File: src/rtl/sifive_scope_dcache_d_pkg.sv
// Shared types and helpers for the hart-0 dcache D-channel trace capture.
package sifive_scope_dcache_d_pkg;

  localparam int unsigned TS_W  = 16;
  localparam int unsigned CNT_W = 16;

  // TileLink D-channel opcodes
  localparam logic [2:0] OP_ACCESS_ACK      = 3'd0;
  localparam logic [2:0] OP_ACCESS_ACK_DATA = 3'd1;
  localparam logic [2:0] OP_HINT_ACK        = 3'd2;
  localparam logic [2:0] OP_GRANT           = 3'd4;
  localparam logic [2:0] OP_GRANT_DATA      = 3'd5;
  localparam logic [2:0] OP_RELEASE_ACK     = 3'd6;

  typedef struct packed {
    logic            marker;
    logic [TS_W-1:0] ts;
    logic            first;
    logic            last;
    logic [2:0]      opcode;
    logic [1:0]      param;
    logic [3:0]      size;
    logic [2:0]      source;
    logic            sink;
    logic            denied;
    logic            corrupt;
    logic [31:0]     data;
  } rec_t;

  localparam int unsigned REC_W = $bits(rec_t);

  // Beats in a D message; data-bearing messages wider than the 4-byte bus span several beats.
  function automatic logic [4:0] beats(input logic [2:0] opcode, input logic [3:0] size);
    if ((opcode == OP_ACCESS_ACK_DATA || opcode == OP_GRANT_DATA) && size > 4'd2) begin
      if (size >= 4'd6) return 5'd16;
      return 5'd1 << (size - 4'd2);
    end
    return 5'd1;
  endfunction

  function automatic logic [CNT_W-1:0] sat_inc(input logic [CNT_W-1:0] v);
    return (&v) ? v : v + 1'b1;
  endfunction

endpackage

File: src/rtl/sifive_scope_hart_0_dcache_d_capture_if.sv
// Observed D channel plus the trace output handshake.
interface sifive_scope_hart_0_dcache_d_capture_if;
  import sifive_scope_dcache_d_pkg::*;

  logic        d_valid;
  logic        d_ready;
  logic [2:0]  d_opcode;
  logic [1:0]  d_param;
  logic [3:0]  d_size;
  logic [2:0]  d_source;
  logic        d_sink;
  logic        d_denied;
  logic        d_corrupt;
  logic [31:0] d_data;
  logic        trace_valid;
  logic        trace_ready;
  rec_t        trace_bits;

  // Drives the D tap and consumes trace records
  modport master (
    output d_valid, d_ready, d_opcode, d_param, d_size, d_source, d_sink, d_denied, d_corrupt,
           d_data, trace_ready,
    input  trace_valid, trace_bits
  );

  // The capture stage: observes D, produces trace records
  modport slave (
    input  d_valid, d_ready, d_opcode, d_param, d_size, d_source, d_sink, d_denied, d_corrupt,
           d_data, trace_ready,
    output trace_valid, trace_bits
  );
endinterface

File: src/rtl/sifive_scope_trace_fifo.sv
// Small synchronous FIFO; pointers carry a wrap bit to tell full from empty.
module sifive_scope_trace_fifo #(
  parameter int unsigned WIDTH = 66,
  parameter int unsigned DEPTH = 4
) (
  input  logic             clock,
  input  logic             reset_n,
  input  logic             push,
  input  logic             pop,
  input  logic [WIDTH-1:0] wdata,
  output logic             full,
  output logic             empty,
  output logic [WIDTH-1:0] head
);
  localparam int unsigned AW = $clog2(DEPTH);

  logic [AW:0]      wr_ptr_q, rd_ptr_q;
  logic [WIDTH-1:0] mem_q [DEPTH];

  // Pointer state
  always_ff @(posedge clock or negedge reset_n) begin
    if (!reset_n) begin
      wr_ptr_q <= '0;
      rd_ptr_q <= '0;
    end else begin
      if (push) wr_ptr_q <= wr_ptr_q + 1'b1;
      if (pop)  rd_ptr_q <= rd_ptr_q + 1'b1;
    end
  end

  // Storage; contents are masked by empty at the top, so no reset needed
  always_ff @(posedge clock) begin
    if (push) mem_q[wr_ptr_q[AW-1:0]] <= wdata;
  end

  assign empty = (wr_ptr_q == rd_ptr_q);
  assign full  = (wr_ptr_q[AW] != rd_ptr_q[AW]) && (wr_ptr_q[AW-1:0] == rd_ptr_q[AW-1:0]);
  assign head  = mem_q[rd_ptr_q[AW-1:0]];

endmodule

File: src/rtl/sifive_scope_hart_0_dcache_d_capture.sv
// Passive D-channel trace capture: tags fired beats, filters, buffers, and accounts for drops.
module sifive_scope_hart_0_dcache_d_capture
  import sifive_scope_dcache_d_pkg::*;
#(
  parameter int unsigned DEPTH = 4
) (
  input  logic                                 clock,
  input  logic                                 reset_n,
  input  logic                                 enable,
  input  logic                                 clear,
  input  logic [7:0]                           opcode_mask,
  sifive_scope_hart_0_dcache_d_capture_if.slave tap,
  output logic                                 overflow,
  output logic [CNT_W-1:0]                     drop_count
);

  logic [TS_W-1:0]  ts_q;
  logic [3:0]       beat_q, beat_d;
  logic [CNT_W-1:0] episode_q, episode_d, drop_q, drop_d;
  logic             overflow_q, overflow_d, pend_q, pend_d;

  logic       fire, cap, pop, space, full, empty, push, first, last, drop;
  logic [4:0] n_beats;
  rec_t       wrec;
  logic [REC_W-1:0] head;

  assign fire    = tap.d_valid & tap.d_ready;
  assign n_beats = beats(tap.d_opcode, tap.d_size);
  assign first   = (beat_q == 4'd0);
  assign last    = ({1'b0, beat_q} == n_beats - 5'd1);
  assign cap     = fire & enable & opcode_mask[tap.d_opcode];
  assign pop     = tap.trace_valid & tap.trace_ready;
  assign space   = !full | pop;
  // Any capture that cannot go straight in is lost, including every one behind a pending marker
  assign drop    = cap & ~(space & ~pend_q);
  assign beat_d  = last ? 4'd0 : beat_q + 4'd1;

  // Write mux and drop accounting; clear applies before a same-cycle drop
  always_comb begin
    push       = 1'b0;
    wrec       = '0;
    episode_d  = clear ? '0 : episode_q;
    drop_d     = clear ? '0 : drop_q;
    overflow_d = clear ? 1'b0 : overflow_q;
    pend_d     = pend_q;
    if (drop) begin
      episode_d  = sat_inc(episode_d);
      drop_d     = sat_inc(drop_d);
      overflow_d = 1'b1;
      pend_d     = 1'b1;
    end
    if (pend_q && space) begin
      push                   = 1'b1;
      wrec.marker            = 1'b1;
      wrec.ts                = ts_q;
      wrec.data[CNT_W-1:0]   = episode_d;
      episode_d              = '0;
      pend_d                 = 1'b0;
    end else if (cap && space) begin
      push         = 1'b1;
      wrec.ts      = ts_q;
      wrec.first   = first;
      wrec.last    = last;
      wrec.opcode  = tap.d_opcode;
      wrec.param   = tap.d_param;
      wrec.size    = tap.d_size;
      wrec.source  = tap.d_source;
      wrec.sink    = tap.d_sink;
      wrec.denied  = tap.d_denied;
      wrec.corrupt = tap.d_corrupt;
      wrec.data    = tap.d_data;
    end
  end

  // Timestamp, beat tracking and drop state
  always_ff @(posedge clock or negedge reset_n) begin
    if (!reset_n) begin
      ts_q       <= '0;
      beat_q     <= '0;
      episode_q  <= '0;
      drop_q     <= '0;
      overflow_q <= 1'b0;
      pend_q     <= 1'b0;
    end else begin
      ts_q       <= ts_q + 1'b1;
      if (fire) beat_q <= beat_d;
      episode_q  <= episode_d;
      drop_q     <= drop_d;
      overflow_q <= overflow_d;
      pend_q     <= pend_d;
    end
  end

  sifive_scope_trace_fifo #(
    .WIDTH (REC_W),
    .DEPTH (DEPTH)
  ) u_fifo (
    .clock   (clock),
    .reset_n (reset_n),
    .push    (push),
    .pop     (pop),
    .wdata   (wrec),
    .full    (full),
    .empty   (empty),
    .head    (head)
  );

  assign tap.trace_valid = !empty;
  assign tap.trace_bits  = empty ? '0 : rec_t'(head);
  assign overflow        = overflow_q;
  assign drop_count      = drop_q;

endmodule

File: src/flat_wrapper.sv
// flat-port wrapper written by rule: the top's interface ports become plain ports
module sifive_scope_hart_0_dcache_d_capture_flat import sifive_scope_dcache_d_pkg::*;
#(
  parameter int unsigned DEPTH = 4
)
  (clock, reset_n, enable, clear, opcode_mask, overflow, drop_count, tap_d_valid, tap_d_ready, tap_d_opcode, tap_d_param, tap_d_size, tap_d_source, tap_d_sink, tap_d_denied, tap_d_corrupt, tap_d_data, tap_trace_ready, tap_trace_valid, tap_trace_bits);
  sifive_scope_hart_0_dcache_d_capture_if tap_i ();
  input  logic clock;
  input  logic reset_n;
  input  logic enable;
  input  logic clear;
  input  logic [7:0] opcode_mask;
  output logic overflow;
  output logic [CNT_W-1:0] drop_count;
  input wire logic [$bits(tap_i.d_valid)-1:0] tap_d_valid;
  input wire logic [$bits(tap_i.d_ready)-1:0] tap_d_ready;
  input wire logic [$bits(tap_i.d_opcode)-1:0] tap_d_opcode;
  input wire logic [$bits(tap_i.d_param)-1:0] tap_d_param;
  input wire logic [$bits(tap_i.d_size)-1:0] tap_d_size;
  input wire logic [$bits(tap_i.d_source)-1:0] tap_d_source;
  input wire logic [$bits(tap_i.d_sink)-1:0] tap_d_sink;
  input wire logic [$bits(tap_i.d_denied)-1:0] tap_d_denied;
  input wire logic [$bits(tap_i.d_corrupt)-1:0] tap_d_corrupt;
  input wire logic [$bits(tap_i.d_data)-1:0] tap_d_data;
  input wire logic [$bits(tap_i.trace_ready)-1:0] tap_trace_ready;
  output wire logic [$bits(tap_i.trace_valid)-1:0] tap_trace_valid;
  output wire logic [$bits(tap_i.trace_bits)-1:0] tap_trace_bits;
  assign tap_i.d_valid = tap_d_valid;
  assign tap_i.d_ready = tap_d_ready;
  assign tap_i.d_opcode = tap_d_opcode;
  assign tap_i.d_param = tap_d_param;
  assign tap_i.d_size = tap_d_size;
  assign tap_i.d_source = tap_d_source;
  assign tap_i.d_sink = tap_d_sink;
  assign tap_i.d_denied = tap_d_denied;
  assign tap_i.d_corrupt = tap_d_corrupt;
  assign tap_i.d_data = tap_d_data;
  assign tap_i.trace_ready = tap_trace_ready;
  assign tap_trace_valid = tap_i.trace_valid;
  assign tap_trace_bits = tap_i.trace_bits;
  sifive_scope_hart_0_dcache_d_capture #(.DEPTH(DEPTH)) u_core (.clock(clock), .reset_n(reset_n), .enable(enable), .clear(clear), .opcode_mask(opcode_mask), .tap(tap_i), .overflow(overflow), .drop_count(drop_count));
endmodule
File: config.mk
export PLATFORM = sky130hd
export DESIGN_NAME = sifive_scope_hart_0_dcache_d_capture_flat
export DESIGN_NICKNAME = d
export VERILOG_FILES = /design/src/rtl/sifive_scope_dcache_d_pkg.sv /design/src/rtl/sifive_scope_hart_0_dcache_d_capture_if.sv /design/src/rtl/sifive_scope_trace_fifo.sv /design/src/rtl/sifive_scope_hart_0_dcache_d_capture.sv /design/src/flat_wrapper.sv
export SDC_FILE = /design/constraint.sdc
export NUM_CORES = 1
export LEC_CHECK = 0
export ABC_AREA = 1
export BUFFER_PORTS_ARGS = -buffer_cell sky130_fd_sc_hd__buf_4
export CORE_MARGIN = 1.5
export CORE_UTILIZATION = 50
export DETAILED_ROUTE_END_ITERATION = 16
export PLACE_DENSITY = 0.69
export SETUP_SLACK_MARGIN = 0.3
export SLEW_MARGIN = 20
export SYNTH_ARGS = -nofsm -noshare
export SYNTH_HDL_FRONTEND = slang
export SYNTH_SLANG_ARGS = --single-unit
File: constraint.sdc
create_clock -name clock -period 5.3 [get_ports clock]
set_input_delay 0.795 -clock clock [delete_from_list [all_inputs] [get_ports clock]]
set_output_delay 0.795 -clock clock [all_outputs]
set_load 0.01 [all_outputs]
==> impl_metrics.env, run 1 <==
export IMPL_clkLatencyLatePin_ns=0.51
export IMPL_post_synth_inst_count=1451
export IMPL_cts_buffer_depth=3
export IMPL_post_cts_setup_buffers=0
export IMPL_fin_util_pct=59.24
export IMPL_setup_tns_ns=0
export IMPL_synth_xor_area_share_pct=2.997
export IMPL_synth_mux_area_share_pct=0
export IMPL_p_leak_nw=7.309
export IMPL_pre_cts_ws_ns=1.711
export IMPL_crit_path_cell_trace="inv_4 -> nand2_1 -> nand2_1 -> nand3_2 -> inv_1 -> nand2_2 -> buf_4 -> nand2_1 -> inv_1 -> buf_4"
export IMPL_die_area_mm2=0.03085
export IMPL_tightest_slew_ns=1.084
export IMPL_hold_class="primary input to async pin"
export IMPL_rows=63
export IMPL_place_area_mm2=0.01628
export IMPL_cp_slowest_cell="dfrtp_4"
export IMPL_seqPwrFrac_pct=35.1
export IMPL_grt_pass1_vias=9942
export IMPL_skew_ns=0.01194
export IMPL_syn_cell_area_mm2=0.01490
export IMPL_htree_levels=2
export IMPL_synthAdderAreaFrac_pct=1.091
export IMPL_crit_start="u_core.u_fifo.rd_ptr_q[0]"
export IMPL_fmaxAchievable_mhz=242.6
export IMPL_synthFlopType="edfxtp_1"
export IMPL_layout_nets=1650
export IMPL_cp_required_ns=4.51
export IMPL_reg2reg_slack_ns=1.71
export IMPL_ys_warn_count=0
export IMPL_hold_viol_final=0
export IMPL_chipHeight_um=175.7
export IMPL_final_cell_mix="edfxtp_1 (264), nor2_1 (251), nand2_1 (202), inv_1 (172), buf_4 (153)"
export IMPL_detail_route_antenna_nets=0
export IMPL_cts_reportedPaths_clkPinSlew_ns=0.06
export IMPL_ir_drop_v=0.0003008
export IMPL_synth_seq_cells=324
export IMPL_p_per_area_mw_per_mm2=480.7
export IMPL_p_comb_share_pct=35.5
export IMPL_timing_final_crit_share_pct=77.78
export IMPL_ios=146
export IMPL_crit_type="flip-flop to output port"
export IMPL_rsz0062_at_grt="false"
export IMPL_drtIter0Drc=863
export IMPL_clock_power_share_pct=29.4
export IMPL_yosys_area_share_simple_pct=17.13
export IMPL_final_cells=1992
export IMPL_r2r_start="u_core.u_fifo.rd_ptr_q[0]"
export IMPL_coreArea_mm2=0.02948
export IMPL_cts_sinks=324
export IMPL_period_needed_ns=4.122
export IMPL_wl_per_cell_um=16.32
export IMPL_vias=10470
export IMPL_synth_top_family_by_area="simple AND/OR/NAND/NOR gates"
export IMPL_n_antenna_cell=0
export IMPL_start_util_pct=50.56
export IMPL_power_switching_share_pct=34.46
export IMPL_cp_arrival_ns=3.33
export IMPL_synth_edff_count=264
export IMPL_power_switching_mw=2.893
export IMPL_status="complete, no violations"
export IMPL_ys_async_sr_fraction_pct=18.52
export IMPL_grt_ovfl_total=0
export IMPL_final_common_cell="edfxtp_1"
export IMPL_die_w_um=175.7
export IMPL_grt_usage_pct=21.14
export IMPL_postCtsResizedCells=0
export IMPL_multi_input_area_mm2=0.004476
export IMPL_dp_cells=1928
export IMPL_crit_path_start_kind="flip-flop"
export IMPL_avgViaCountPerCell=5.254
export IMPL_tritoncts="built"
export IMPL_endpoint="tap_trace_bits[26]"
export IMPL_cp_end_kind="output port"
export IMPL_setup_violations=0
export IMPL_ys_seq_area_share_pct=63.26
export IMPL_drc_errors=0
export IMPL_grt_max_degree=109
export IMPL_register_area_mm2=0.009434
export IMPL_dp_hpwl_um=19810
export IMPL_layout_drive_gt1_share_pct=17.04
export IMPL_p_int_mw=5.502
export IMPL_final_setup_worst_slack_ns=1.178
export IMPL_cpPeakStageDelay_ns=0.62
export IMPL_stdcell_area_mm2=0.01746
export IMPL_grt_pass1_wl_um=51380
export IMPL_synth_avg_cell_area_um2=10.27
export IMPL_crit_fanout=51
export IMPL_crit_top_cell="nand2_1"
export IMPL_ys_types=40
export IMPL_fill_cells=2475
export IMPL_synth_compound_area_share_pct=8.613
export IMPL_syn_to_final_growth_pct=17.17
export IMPL_portBuffers=145
export IMPL_clock_root_buffer="clkbuf_16"
export IMPL_gp_congestion=0.8438
export IMPL_syn_nets=1526
export IMPL_numCtsBuffers=35
export IMPL_slew_headroom_pct=27.45
export IMPL_drv_cap=0
export IMPL_antenna_found_initial=0
export IMPL_r2r_cells=11
export IMPL_finalMaxSlewViolations=0
export IMPL_dr_pass1_iters=6
export IMPL_timing_rr_end="u_core.u_fifo.mem_q[2][35]"
export IMPL_wirelength_um=32510
export IMPL_hold_buffers=0
[state kept, by name, summed over array words and instances, names as in the netlist]
signal	cells
u_core.u_fifo.wr_ptr_q	3
u_core.beat_q	4
u_core.drop_count	16
u_core.u_fifo.mem_q	264
u_core.u_fifo.rd_ptr_q	3
u_core.overflow	1
u_core.pend_q	1
u_core.episode_q	16
u_core.ts_q	16
[power groups by stage]
stage	registers, mW	logic [mW]	clock network, mW
5_1_grt	2.96	3.32	2.62
2_1_floorplan	2.94	1.80	0
4_1_cts	2.94	3.02	2.51
3_5_place_dp	3.00	3.01	0
3_3_place_gp	2.99	2.97	0
6_report	2.95	2.98	2.47
[cell type report]
class / instances / area share, %
inverter: 184 / 3.976
clock buffer: 40 / 5.245
clock inverter: 24 / 1.526
sequential: 324 / 54.02
tap: 390 / 2.794
multi-input combinational: 875 / 25.63
timing repair buffer: 155 / 6.807
[critical path, delay by kind of cell, from the launching register on]
kind | cells | cell delay [ns]
buf+inv | 5 | 1.17
simple gates | 5 | 0.99
flops | 1 | 0.62
[kinds of logic after synthesis]
kind of cell / count (synthesis)
adder cells (fa/ha/maj): 13
buffers and inverters: 252
XOR/XNOR: 51
flip-flops: 324
AO/OA/AOI/OAI: 239
AND/OR/NAND/NOR: 572
[per-stage QoR]
step | hold slack [ns] | power (mW)
CTS | 0.3950 | 8.472
global route | 0.4334 | 8.891
detailed placement | 0.4576 | 6.002
finish | 0.3642 | 8.395
floorplan | 0.4359 | 4.740
global placement | 0.4574 | 5.964
[per-layer routing]
metal  GRT usage [%]  share of wire (%)  up-vias
li1                -                  -     5094
met1           29.53                 44     4979
met2           34.93                 47      348
met3           3.030                6.8       44
met4           5.413                1.5        0
met5               0                  0        -
[cells in the mapped netlist (2+ instances only)]
cell type  count  area [um^2]
nand3_2        9        90.09
nand2_1      203        762.0
edfxtp_1     264         7928
clkbuf_1      46        172.7
nand3b_1       3        22.52
nor3_4         2        32.53
buf_6          6        67.56
nor2_2        15        93.84
nand3_1       48        240.2
ha_1          13        162.7
nand2_2        4        25.02
o22ai_1       66        412.9
nor2_1       254        953.4
nor3_2         3        30.03
inv_2          9        33.78
nor3_1        10        50.05
xor2_1        41        359.1
buf_1          2        7.510
o21ai_0      143        715.7
buf_2          9        45.04
buf_4          3        22.52
nand4_1        7        43.79
a21oi_1        5        25.02
o21ai_1       23        115.1
xnor2_1       10        87.58
inv_1        173        649.4
o211ai_1       2        15.01
nor2_4         5        56.30
dfrtp_1       60         1501
nor2_8         3        60.06
[worst min path at each step]
stage	cells past startpoint	endpoint
global placement	1	u_core.ts_q[14]
finish	1	u_core.drop_count[11]
CTS	1	u_core.drop_count[15]
detailed placement	1	u_core.ts_q[14]
global route	1	u_core.drop_count[10]
floorplan	1	u_core.ts_q[0]
Power figures use the tool's default switching activity.
==> run 2: changes to the inputs <==
Settings changed: ABC_AREA 1 to 0, PLACE_DENSITY 0.69 to 0.7.
Clock period 5.3 ns to 3.9 ns, I/O delays scaled along.
==> impl_metrics.env, run 2 <==
export IMPL_power_switching_mw=3.074
export IMPL_grt_pass1_vias=7647
export IMPL_drtIter0Drc=554
export IMPL_cp_slowest_cell="buf_4"
export IMPL_die_area_mm2=0.02872
export IMPL_stdcell_area_mm2=0.01673
export IMPL_fmaxAchievable_mhz=324.9
export IMPL_antenna_found_initial=0
export IMPL_ys_async_sr_fraction_pct=18.52
export IMPL_post_synth_inst_count=860
export IMPL_synth_avg_cell_area_um2=16.11
export IMPL_post_cts_setup_buffers=0
export IMPL_grt_pass1_wl_um=41700
export IMPL_ys_types=58
export IMPL_ys_top_cells_by_area="edfxtp_1 (57%), mux4_2 (11%), dfrtp_1 (11%)"
export IMPL_pre_cts_ws_ns=0.3926
export IMPL_crit_path_cell_trace="buf_4 -> mux4_2 -> and2_1 -> buf_4"
export IMPL_ys_seq_area_share_pct=68.05
export IMPL_syn_nets=935
export IMPL_coreArea_mm2=0.02710
export IMPL_synth_seq_cells=324
export IMPL_avgViaCountPerCell=5.266
export IMPL_cp_end_kind="output port"
export IMPL_place_area_mm2=0.01552
export IMPL_dp_hpwl_um=16490
export IMPL_p_per_area_mw_per_mm2=655.8
export IMPL_largest_reg_flops=264
export IMPL_ys_warn_count=0
export IMPL_chipHeight_um=169.5
export IMPL_final_cell_mix="edfxtp_1 (264), buf_4 (161), and2_1 (114), mux4_2 (68), dfrtp_1 (58)"
export IMPL_crit_fanout=68
export IMPL_r2r_cells=7
export IMPL_gp_congestion=0.8127
export IMPL_tritoncts="built"
export IMPL_hold_viol_final=0
export IMPL_grt_usage_pct=19.02
export IMPL_yosysTopAreaCellShare_pct=57.22
export IMPL_start_util_pct=51.13
export IMPL_tightest_slew_ns=1.001
export IMPL_clkLatencyLatePin_ns=0.51
export IMPL_setup_violations=0
export IMPL_period_needed_ns=3.078
export IMPL_seqPwrFrac_pct=36.3
export IMPL_p_comb_share_pct=32.6
export IMPL_postCtsResizedCells=0
export IMPL_rows=60
export IMPL_layout_nets=1103
export IMPL_crit_top_cell="buf_4"
export IMPL_slew_headroom_pct=33.29
export IMPL_htree_levels=2
export IMPL_die_w_um=169.5
export IMPL_cts_reportedPaths_clkPinSlew_ns=0.06
export IMPL_cts_buffer_depth=3
export IMPL_timing_final_crit_share_pct=78.93
export IMPL_cts_sinks=324
export IMPL_totalPowerFinal_mw=10.97
export IMPL_drc_errors=0
export IMPL_yosysTopAreaCell="edfxtp_1"
export IMPL_p_int_mw=7.898
export IMPL_finalMaxSlewViolations=0
export IMPL_hold_buffers=0
export IMPL_status="complete, no violations"
export IMPL_synth_edff_count=264
export IMPL_p_leak_nw=6.085
export IMPL_reg2reg_slack_ns=1.05
export IMPL_layout_drive_gt1_share_pct=29.70
export IMPL_wl_per_cell_um=18.58
export IMPL_portBuffers=145
export IMPL_synth_most_common_cell="edfxtp_1"
export IMPL_drv_cap=0
export IMPL_final_common_cell="edfxtp_1"
export IMPL_final_setup_worst_slack_ns=0.8217
export IMPL_hold_class="primary input to async pin"
export IMPL_cp_arrival_ns=2.49
export IMPL_crit_type="flip-flop to output port"
export IMPL_cpPeakStageDelay_ns=0.78
export IMPL_ir_drop_v=0.0004302
export IMPL_dr_pass1_iters=5
export IMPL_clock_power_share_pct=31.1
export IMPL_grt_ovfl_total=0
export IMPL_power_switching_share_pct=28.02
export IMPL_detail_route_antenna_nets=0
export IMPL_numCtsBuffers=35
export IMPL_r2r_start="u_core.u_fifo.wr_ptr_q[1]"
export IMPL_synthFlopType="edfxtp_1"
export IMPL_rsz0062_at_grt="false"
export IMPL_setup_tns_ns=0
export IMPL_yosys_top_cells_count="edfxtp_1 (264), and2_1 (118), mux4_2 (68)"
export IMPL_syn_to_final_growth_pct=20.75
export IMPL_clock_root_buffer="clkbuf_16"
export IMPL_vias=7510
export IMPL_cp_required_ns=3.31
export IMPL_timing_rr_end="u_core.u_fifo.mem_q[1][6]"
export IMPL_skew_ns=0.01769
export IMPL_wirelength_um=26500
export IMPL_syn_cell_area_mm2=0.01386
export IMPL_grt_max_degree=69
export IMPL_crit_path_start_kind="flip-flop"
export IMPL_n_antenna_cell=0
export IMPL_ios=146
[run 2: changes by cell type in the layout (fill, tap and decap cells not counted), sizes merged, moves of 15 or more]
cell,delta
inv,-170
xor2,-23
nand2,-162
o22ai,-66
nor2,-234
and2,+118
o21ai,-146
mux4,+68
nor2b,+15
xnor2,+26
nand3,-42
[run 2: worst max-delay path by stage]
stage                                    startpoint                          to  slack (ns)  depth (start not counted)
after floorplan                     tap_d_opcode[0]   u_core.u_fifo.mem_q[0][0]        0.31                          6
after detailed placement              tap_d_size[1]  u_core.u_fifo.mem_q[0][47]        0.39                         13
after global routing                  tap_d_size[1]  u_core.u_fifo.mem_q[3][47]        0.61                         13
after CTS                 u_core.u_fifo.rd_ptr_q[1]          tap_trace_bits[15]        0.75                          4
final                     u_core.u_fifo.rd_ptr_q[1]          tap_trace_bits[15]        0.82                          4
after global placement                tap_d_size[1]  u_core.u_fifo.mem_q[0][47]        0.47                         13
[run 2: critical path, delay by kind of cell (launching register included)]
family / cells / cell delay [ns]
flops: 1 / 0.42
buf+inv: 2 / 0.92
simple gates: 1 / 0.19
mux: 1 / 0.45
[run 2: cell type report]
cell class	count	area [um^2]
Clock buffer	41	929.6
Clock inverter	22	279.0
Fill cell	2019	10370
Inverter	14	52.55
Multi-Input combinational cell	486	4239
Sequential cell	324	9437
Tap cell	372	465.4
Timing Repair Buffer	167	1329
[run 2: power groups by stage]
stage / clock (mW) / combinational [mW] / sequential, mW
3_5_place_dp: 0 / 3.67 / 4.05
4_1_cts: 3.47 / 3.68 / 3.98
6_report: 3.41 / 3.58 / 3.98
3_3_place_gp: 0 / 3.65 / 4.05
5_1_grt: 3.61 / 3.87 / 4.00
2_1_floorplan: 0 / 2.12 / 4.03
[run 2: through the flow]
stage	hold WS [ns]	util, %	std cells
after floorplan	0.2894	-	860
after global placement	0.4555	57.28	1363
after detailed placement	0.4614	57.28	1363
after CTS	0.1775	61.74	1426
after global routing	0.2140	61.74	1426
final	0.1517	61.74	1426
[run 2: routing by layer]
| metal | vias to the layer above | share of wire [%] | global-route usage [%] | wire length, um |
|---|---|---|---|---|
| li1 | 3557 | - | - | - |
| met1 | 3742 | 44 | 24.82 | 11580 |
| met2 | 184 | 49 | 32.65 | 13100 |
| met3 | 27 | 5.5 | 4.104 | 1464 |
| met4 | 0 | 1.3 | 4.810 | 355 |
| met5 | - | 0 | 0 | 0 |
[run 2: logic make-up after synthesis]
group / Yosys count / synth area share (%)
adders and majority gates: 13 / 1.174
DFF: 324 / 68.05
and+or+nand+nor: 307 / 12.41
AOI/OAI and AO/OA: 42 / 2.212
buffers and inverters: 50 / 1.481
muxes: 70 / 11.21
xor gates and xnor gates: 54 / 3.468
